--- config.mk ---
export PLATFORM = sky130hd
export DESIGN_NAME = fifo_wr_arbiter
export DESIGN_NICKNAME = d
export VERILOG_FILES = /design/src/rtl/fifo_arb_pkg.sv /design/src/rtl/fifo_wr_arbiter_rr.sv /design/src/rtl/fifo_wr_arbiter.sv
export SDC_FILE = /design/constraint.sdc
export NUM_CORES = 1
export LEC_CHECK = 0
export ABC_AREA = 1
export BUFFER_PORTS_ARGS = -buffer_cell sky130_fd_sc_hd__buf_2
export CORE_MARGIN = 5
export CORE_UTILIZATION = 43
export CTS_CLUSTER_SIZE = 30
export DETAILED_ROUTE_END_ITERATION = 10
export GPL_TIMING_DRIVEN = 0
export PLACE_DENSITY = 0.81
export SLEW_MARGIN = 30
export SYNTH_ARGS = -nofsm -noshare
export SYNTH_HDL_FRONTEND = slang
export SYNTH_SLANG_ARGS = --single-unit
--- constraint.sdc ---
create_clock -name clk_i -period 2.6 [get_ports clk_i]
set_input_delay 0.13 -clock clk_i [delete_from_list [all_inputs] [get_ports clk_i]]
set_output_delay 0.13 -clock clk_i [all_outputs]
set_load 0.02 [all_outputs]
--- src/rtl/fifo_arb_pkg.sv ---
// Shared types and helpers for the packet-atomic FIFO write arbiter.
//   arb_state_t : IDLE (arbitrating) / PASS (streaming the granted packet)
//   rr_pick     : rotating-priority pick over up to MAX_SRC requesters.
//                 Returns {found, index}.
package fifo_arb_pkg;

  typedef enum logic {IDLE, PASS} arb_state_t;

  localparam int MAX_SRC = 16;

  // Scans last+1, last+2, ... modulo n and returns the first requester.
  // last < n and i <= n, so one conditional subtraction does the modulo.
  function automatic logic [4:0] rr_pick(input logic [MAX_SRC-1:0] req,
                                         input logic [3:0]         last,
                                         input logic [4:0]         n);
    logic       found;
    logic [3:0] idx;
    logic [4:0] cand;
    found = 1'b0;
    idx   = '0;
    for (int i = 1; i <= MAX_SRC; i++) begin
      if (5'(i) <= n) begin
        cand = 5'(last) + 5'(i);
        if (cand >= n) cand = cand - n;
        if (!found && req[cand[3:0]]) begin
          found = 1'b1;
          idx   = cand[3:0];
        end
      end
    end
    return {found, idx};
  endfunction

endpackage

--- src/rtl/fifo_wr_arbiter_rr.sv ---
// Combinational round-robin select.
//   req_i      : per-source request
//   last_i     : index of the most recently served source
//   gnt_o      : one-hot winner (all zero when nothing requests)
//   gnt_idx_o  : binary index of the winner
module rr_arbiter
  import fifo_arb_pkg::*;
#(
  parameter int NUM_SRC = 4,
  parameter int IDX_W   = $clog2(NUM_SRC)
) (
  input  logic [NUM_SRC-1:0] req_i,
  input  logic [IDX_W-1:0]   last_i,
  output logic [NUM_SRC-1:0] gnt_o,
  output logic [IDX_W-1:0]   gnt_idx_o
);

  logic [4:0] w_pick;

  assign w_pick    = rr_pick(MAX_SRC'(req_i), 4'(last_i), 5'(NUM_SRC));
  assign gnt_idx_o = IDX_W'(w_pick[3:0]);

  always_comb begin
    gnt_o = '0;
    for (int k = 0; k < NUM_SRC; k++) begin
      if (w_pick[4] && (w_pick[3:0] == 4'(k))) gnt_o[k] = 1'b1;
    end
  end

endmodule

--- src/rtl/fifo_wr_arbiter.sv ---
// Packet-atomic round-robin arbiter sharing one FIFO write port between
// NUM_SRC AXI-Stream sources. A grant is held from the first beat of a
// packet until its tlast beat is accepted; FIFO word = {tlast, tdata}.
//   clk_i, s_rst_n_i     : clock, async active-low reset
//   s_axis_t*            : per-source stream inputs / tready outputs
//   fifo_wr_en_o/data_o  : FIFO write port (data MSB = tlast)
//   fifo_full_i          : FIFO full; no write is issued while high
//   grant_o, busy_o      : one-hot grant (zero when idle), PASS indicator
//   pkt_cnt_o            : completed packets, wraps
module fifo_wr_arbiter
  import fifo_arb_pkg::*;
#(
  parameter int NUM_SRC    = 4,
  parameter int DATA_WIDTH = 32,
  parameter int CNT_WIDTH  = 32
) (
  input  logic                          clk_i,
  input  logic                          s_rst_n_i,
  input  logic [NUM_SRC*DATA_WIDTH-1:0] s_axis_tdata_i,
  input  logic [NUM_SRC-1:0]            s_axis_tvalid_i,
  input  logic [NUM_SRC-1:0]            s_axis_tlast_i,
  output logic [NUM_SRC-1:0]            s_axis_tready_o,
  output logic                          fifo_wr_en_o,
  output logic [DATA_WIDTH:0]           fifo_data_o,
  input  logic                          fifo_full_i,
  output logic [NUM_SRC-1:0]            grant_o,
  output logic                          busy_o,
  output logic [CNT_WIDTH-1:0]          pkt_cnt_o
);

  localparam int IDX_W = $clog2(NUM_SRC);

  arb_state_t             r_state;
  logic [NUM_SRC-1:0]     r_grant;
  logic [IDX_W-1:0]       r_gidx;
  logic [IDX_W-1:0]       r_last;
  logic [CNT_WIDTH-1:0]   r_pkt_cnt;

  logic [NUM_SRC-1:0]     w_arb_gnt;
  logic [IDX_W-1:0]       w_arb_idx;
  logic                   w_pass;
  logic                   w_tvalid_g;
  logic                   w_tlast_g;
  logic [DATA_WIDTH-1:0]  w_tdata_g;
  logic                   w_accept;

  rr_arbiter #(
    .NUM_SRC (NUM_SRC),
    .IDX_W   (IDX_W)
  ) u_rr (
    .req_i     (s_axis_tvalid_i),
    .last_i    (r_last),
    .gnt_o     (w_arb_gnt),
    .gnt_idx_o (w_arb_idx)
  );

  // Mux of the granted source; compare-based so no out-of-range index
  // arises for non-power-of-two NUM_SRC.
  always_comb begin
    w_tvalid_g = 1'b0;
    w_tlast_g  = 1'b0;
    w_tdata_g  = '0;
    for (int k = 0; k < NUM_SRC; k++) begin
      if (r_gidx == IDX_W'(k)) begin
        w_tvalid_g = s_axis_tvalid_i[k];
        w_tlast_g  = s_axis_tlast_i[k];
        w_tdata_g  = s_axis_tdata_i[k*DATA_WIDTH +: DATA_WIDTH];
      end
    end
  end

  assign w_pass   = (r_state == PASS);
  assign w_accept = w_pass & w_tvalid_g & ~fifo_full_i;

  // r_grant is zero outside PASS, so the mask alone gates tready in IDLE.
  assign s_axis_tready_o = r_grant & {NUM_SRC{w_pass & ~fifo_full_i}};
  assign fifo_wr_en_o    = w_accept;
  assign fifo_data_o     = {w_tlast_g, w_tdata_g};
  assign grant_o         = r_grant;
  assign busy_o          = w_pass;
  assign pkt_cnt_o       = r_pkt_cnt;

  always_ff @(posedge clk_i or negedge s_rst_n_i) begin
    if (!s_rst_n_i) begin
      r_state   <= IDLE;
      r_grant   <= '0;
      r_gidx    <= '0;
      r_last    <= IDX_W'(NUM_SRC - 1);
      r_pkt_cnt <= '0;
    end else begin
      case (r_state)
        IDLE: begin
          if (|s_axis_tvalid_i) begin
            r_grant <= w_arb_gnt;
            r_gidx  <= w_arb_idx;
            r_state <= PASS;
          end
        end
        PASS: begin
          if (w_accept && w_tlast_g) begin
            r_state   <= IDLE;
            r_grant   <= '0;
            r_last    <= r_gidx;
            r_pkt_cnt <= r_pkt_cnt + CNT_WIDTH'(1);
          end
        end
        default: r_state <= IDLE;
      endcase
    end
  end

endmodule

==> results.sh, run 1 <==
export IMPL_avgViaCountPerCell=5.05
export IMPL_crit_path_end_kind="primary output"
export IMPL_post_cts_buffers=0
export IMPL_core_um2=7650
export IMPL_synth_top_family_by_area="simple AND/OR/NAND/NOR gates"
export IMPL_period_needed_ns=2.28
export IMPL_clock_root_buffer="clkbuf_8"
export IMPL_netlist_area_um2=3350
export IMPL_synth_compound_area_frac=0.0258
export IMPL_setup_ws_ns=0.319
export IMPL_synth_most_common_cell="nand2_1"
export IMPL_postSynth_asyncResetShare=1.00
export IMPL_num_rows=32
export IMPL_worstPathMaxFanout=10
export IMPL_antenna_found_initial=0
export IMPL_wl_um=12500
export IMPL_fmax_ghz=0.438
export IMPL_grt_ovfl_total=0
export IMPL_grt_pass1_vias=4224
export IMPL_vias=4354
export IMPL_grt_max_degree=42
export IMPL_dr_pass1_iters=5
export IMPL_max_vdd_ir_drop_mv=0.922
export IMPL_yosysTopAreaCell="dfrtp_1"
export IMPL_clk_pin_slew_ns=0.07
export IMPL_synth_edff_count=0
export IMPL_maxSlewViolCount=0
export IMPL_io_pins=214
export IMPL_dieWidth_um=98.2
export IMPL_syn_inst=540
export IMPL_synth_nets=685
export IMPL_die_h_um=98.2
export IMPL_routedWlPerCell_um=14.4
export IMPL_drt_iter0_drc=267
export IMPL_ys_top_cells_by_count="nand2_1 (247), nor2_1 (46), nand4_1 (43)"
export IMPL_status="finished clean"
export IMPL_gp_congestion=1.00
export IMPL_cap_viol_max_count=0
export IMPL_pwr_density_cell_nw_per_um2=973
export IMPL_drive_above_1_share=0.315
export IMPL_yosysSeqAreaShare=0.307
export IMPL_yosysTopAreaCellShare=0.292
export IMPL_fin_nets=906
export IMPL_synthFlopType="dfrtp_1"
export IMPL_synthMuxAreaShare=0
export IMPL_drc=0
export IMPL_leakagePower_nw=2.54
export IMPL_dieArea_um2=9650
export IMPL_hold_viol=0
export IMPL_cts_buffers=5
export IMPL_hold_path_class="input port to register"
export IMPL_hpwlAfterDp_um=10400
export IMPL_skew_ns=0.00528
export IMPL_grt_first_pass_wirelength_um=19800
export IMPL_syn_to_final_growth_pct=39.2
export IMPL_insertion_delay_ns=0.30
export IMPL_diodes=0
export IMPL_grt_usage=0.250
export IMPL_synth_simple_area_share=0.500
export IMPL_synth_distinct_cells=29
export IMPL_synth_warnings=0
export IMPL_ys_ff_latch=41
export IMPL_clock_path_buffers=2
export IMPL_postRouteAntennaNets=0
export IMPL_synthXorXnorAreaFrac=0.0681
export IMPL_synth_area_top_cells="dfrtp_1 (29%), nand2_1 (28%), nand4_1 (8.0%)"
export IMPL_crit_path_start_kind="register"
export IMPL_start_util=0.438
export IMPL_crit_arrival_ns=2.15
export IMPL_cts_tree="done"
export IMPL_rsz0062_at_grt="false"
export IMPL_cp_required_ns=2.47
export IMPL_slew_headroom=0.587
export IMPL_synth_fa_ha_area_frac=0.0224
export IMPL_setup_viol=0
export IMPL_critPathKind="register to primary output"
export IMPL_cts_htree_levels=2
export IMPL_power_mw=4.53
export IMPL_setup_tns_ns=0
export IMPL_whs_ns=0.244
export IMPL_io_buffers=213
export IMPL_cts_sinks=41
export IMPL_tightest_slew_ns=0.617
export IMPL_syn_avg_cell_area_um2=6.20
export IMPL_pre_cts_slack_ns=0.441
export IMPL_period_share=0.877
==> worst max-delay path, stage by stage (launching register included) <==
cell and delay (ns):
dfrtp_1 0.44, nor2_1 0.50, clkbuf_1 0.44, nand2_1 0.18, nand4_1 0.12, buf_2 0.17
==> sequential cells by signal (all words and copies together), names as in the netlist <==
signal / cells
pkt_cnt_o: 32
grant_o: 4
r_gidx: 2
r_last: 2
busy_o: 1
==> placed cells by master (no fill, tap or decap), types with 6 or more instances in the layout <==
cell type / netlist / final
buf_2: 1 / 213
clkbuf_1: 8 / 8
dfrtp_1: 39 / 39
ha_1: 6 / 6
inv_1: 41 / 41
nand2_1: 247 / 247
nand3_1: 26 / 26
nand4_1: 43 / 43
nor2_1: 46 / 46
nor3_1: 14 / 14
o21ai_0: 7 / 7
xnor2_1: 8 / 8
xor2_1: 18 / 18
==> final cells by class <==
cell class	count	area, µm²
Buffer	17	87.6
Sequential cell	41	1030
Inverter	45	169
Tap cell	102	128
Timing Repair Buffer	214	1080
Clock buffer	5	68.8
Multi-Input combinational cell	437	2060
Clock inverter	2	35.0
Fill cell	733	2990
==> stage by stage <==
stage	cells	utilization	area, µm²
floorplan	540	-	3350
global placement	855	0.594	4540
CTS	863	0.608	4650
detailed placement	855	0.594	4540
finish	863	0.609	4660
global route	863	0.609	4660
==> cell families after synthesis <==
group | after synthesis
adder cells (fa/ha/maj) | 6
AND/OR/NAND/NOR | 389
buffers and inverters | 62
AO/OA/AOI/OAI | 16
flip-flops | 41
XOR/XNOR | 26
==> where the power goes <==
part / switching (mW) / internal [mW]
sequential: 0.167 / 0.773
clock: 0.222 / 0.279
combinational: 2.10 / 0.982
total: 2.49 / 2.03
==> path summary, 6_finish.rpt <==
check / startpoint / end / slack, ns / cells after the start
worst min-delay path: s_axis_tvalid_i[1] / busy_o$_DFF_PN0_ / 0.24 / 5
min in group asynchronous: s_rst_n_i / pkt_cnt_o[6]$_DFFE_PN0P_ / 0.34 / 2
worst max register to register: r_last[0]$_DFFE_PN1P_ / r_gidx[1]$_DFFE_PN0P_ / 0.38 / 11
worst min register to register: pkt_cnt_o[30]$_DFFE_PN0P_ / pkt_cnt_o[30]$_DFFE_PN0P_ / 0.51 / 2
max in group asynchronous: s_rst_n_i / r_last[0]$_DFFE_PN1P_ / 1.87 / 2
worst max-delay path: r_gidx[0]$_DFFE_PN0P_ / fifo_data_o[26] / 0.32 / 5
==> repair_timing <==
item	4_1_cts	5_1_grt
hold endpoints to repair	33	0
gates resized for setup	0	0
hold buffers	1	0
==> layer usage <==
metal | wire, µm | up-vias | global-route usage
li1 | - | 2171 | -
met2 | 6130 | 206 | 0.435
met3 | 962 | 29 | 0.0529
met5 | 0 | - | 0
met1 | 5040 | 1948 | 0.309
met4 | 329 | 0 | 0.0777
(Power assumes the default switching activity.)
==> inputs of run 2 (changes only) <==
==> constraint.sdc (replaced) <==
create_clock -name clk_i -period 2.6 [get_ports clk_i]
set_input_delay 0.78 -clock clk_i [delete_from_list [all_inputs] [get_ports clk_i]]
set_output_delay 0.78 -clock clk_i [all_outputs]
set_load 0.02 [all_outputs]
==> run 2 against run 1 <==
Against the previous run:
- clock skew is 0.0012 ns higher
- core utilization is 0.43 points higher
- total power is 1.3% higher
- setup slack worse by 0.27 ns
- cell area is 0.70% higher
- non-clock buffer count is 1 lower
- highest routed layer unchanged
==> results.sh, run 2 (synthesized netlist as in run 1, its figures left out) <==
export IMPL_status="finished clean"
export IMPL_cts_htree_levels=2
export IMPL_regToRegStartpoint="r_last[0]$_DFFE_PN1P_"
export IMPL_setup_ws_ns=0.0472
export IMPL_maxSlewViolCount=0
export IMPL_dieArea_um2=9650
export IMPL_final_cells=862
export IMPL_cp_required_ns=1.82
export IMPL_hold_path_class="input port to async pin"
export IMPL_io_pins=214
export IMPL_register_area_um2=1030
export IMPL_rsz0062_at_grt="false"
export IMPL_setup_viol=0
export IMPL_num_rows=32
export IMPL_hold_viol=0
export IMPL_dp_cells=855
export IMPL_hpwlAfterDp_um=10400
export IMPL_drive_above_1_share=0.336
export IMPL_postRouteAntennaNets=0
export IMPL_syn_to_final_growth_pct=40.1
export IMPL_final_common_cell="nand2_1"
export IMPL_grt_usage=0.249
export IMPL_wl_um=12500
export IMPL_max_vdd_ir_drop_mv=0.950
export IMPL_post_cts_buffers=0
export IMPL_grt_ovfl_total=0
export IMPL_cts_buffers=5
export IMPL_vias=4327
export IMPL_crit_path_start_kind="input port"
export IMPL_clk_pin_slew_ns=0.08
export IMPL_avgViaCountPerCell=5.02
export IMPL_cts_sinks=41
export IMPL_drc=0
export IMPL_cts_tree="done"
export IMPL_power_mw=4.59
export IMPL_dr_pass1_iters=5
export IMPL_postCtsHoldBufs=0
export IMPL_fmax_ghz=0.392
export IMPL_setup_tns_ns=0
export IMPL_crit_arrival_ns=1.77
export IMPL_die_h_um=98.2
export IMPL_gp_congestion=1.00
export IMPL_crit_path_end_kind="primary output"
export IMPL_pwr_density_cell_nw_per_um2=979
export IMPL_routedWlPerCell_um=14.5
export IMPL_clock_path_buffers=2
export IMPL_multi_input_area_um2=2090
export IMPL_clock_root_buffer="clkbuf_8"
export IMPL_skew_ns=0.00645
export IMPL_grt_first_pass_wirelength_um=19700
export IMPL_whs_ns=0.451
export IMPL_fill_cells=731
export IMPL_worstPathMaxFanout=5
export IMPL_critPathKind="input port to primary output"
export IMPL_dieWidth_um=98.2
export IMPL_cap_viol_max_count=0
export IMPL_period_share=0.982
export IMPL_largest_reg_flops=32
export IMPL_period_needed_ns=2.55
export IMPL_fin_nets=905
export IMPL_final_cell_mix="nand2_1 (247), buf_2 (217), nor2_1 (45), nand4_1 (43), inv_1 (41)"
export IMPL_reg2reg_slack_ns=0.40
export IMPL_grt_max_degree=42
export IMPL_antenna_found_initial=0
export IMPL_cp_startpoint="fifo_full_i"
export IMPL_cts_resized=11
export IMPL_io_buffers=213
export IMPL_diodes=0
export IMPL_pre_cts_slack_ns=-0.0141
export IMPL_start_util=0.438
export IMPL_grt_pass1_vias=4218
export IMPL_tightest_slew_ns=0.497
export IMPL_insertion_delay_ns=0.30
export IMPL_leakagePower_nw=2.57
export IMPL_slew_headroom=0.666
export IMPL_drt_iter0_drc=220
export IMPL_core_um2=7650
-- run 2: cell types whose count changed in the layout (fill, tap and decap cells not counted), sizes merged --
cell / delta
dlygate4sd3: -1
-- run 2: area by class of cell --
class / instances / area share
plain buffers: 17 / 0.0219
flip-flops and latches: 41 / 0.220
repair buffers: 213 / 0.228
well taps: 102 / 0.0272
clock buffers: 5 / 0.0147
multi-input cells: 437 / 0.445
clock inverters: 2 / 0.00747
inverters: 45 / 0.0360
-- run 2: path summary, 6_finish.rpt --
check,depth (start not counted),end
setup / recovery,5,fifo_wr_en_o
hold / removal,1,pkt_cnt_o[15]$_DFFE_PN0P_
setup reg to reg,11,r_gidx[1]$_DFFE_PN0P_
hold reg to reg,2,pkt_cnt_o[30]$_DFFE_PN0P_
max in group asynchronous,1,r_gidx[0]$_DFFE_PN0P_
min in group clk_i,2,pkt_cnt_o[30]$_DFFE_PN0P_
-- run 2: metrics by stage --
step	util	instance area [µm²]
floorplan	-	3350
global placement	0.594	4540
detailed placement	0.594	4540
CTS	0.609	4660
global route	0.613	4690
finish	0.613	4690
-- run 2: power by group --
group / total (mW) / switching (mW) / internal (mW)
registers: 0.957 / 0.181 / 0.776
logic: 3.13 / 2.11 / 1.02
clock network: 0.502 / 0.222 / 0.279
total: 4.59 / 2.52 / 2.07
-- run 2: critical path, stage by stage --
cell and delay [ns]:
buf_2 0.10, or2_2 0.36, a21oi_4 0.17, and2_1 0.17, buf_2 0.19
-- run 2: metal layers --
metal | vias up | GRT usage | share of wire
li1 | 2167 | - | -
met4 | 0 | 0.0777 | 0.025
met5 | - | 0 | 0
met3 | 25 | 0.0536 | 0.076
met2 | 187 | 0.434 | 0.50
met1 | 1948 | 0.308 | 0.40
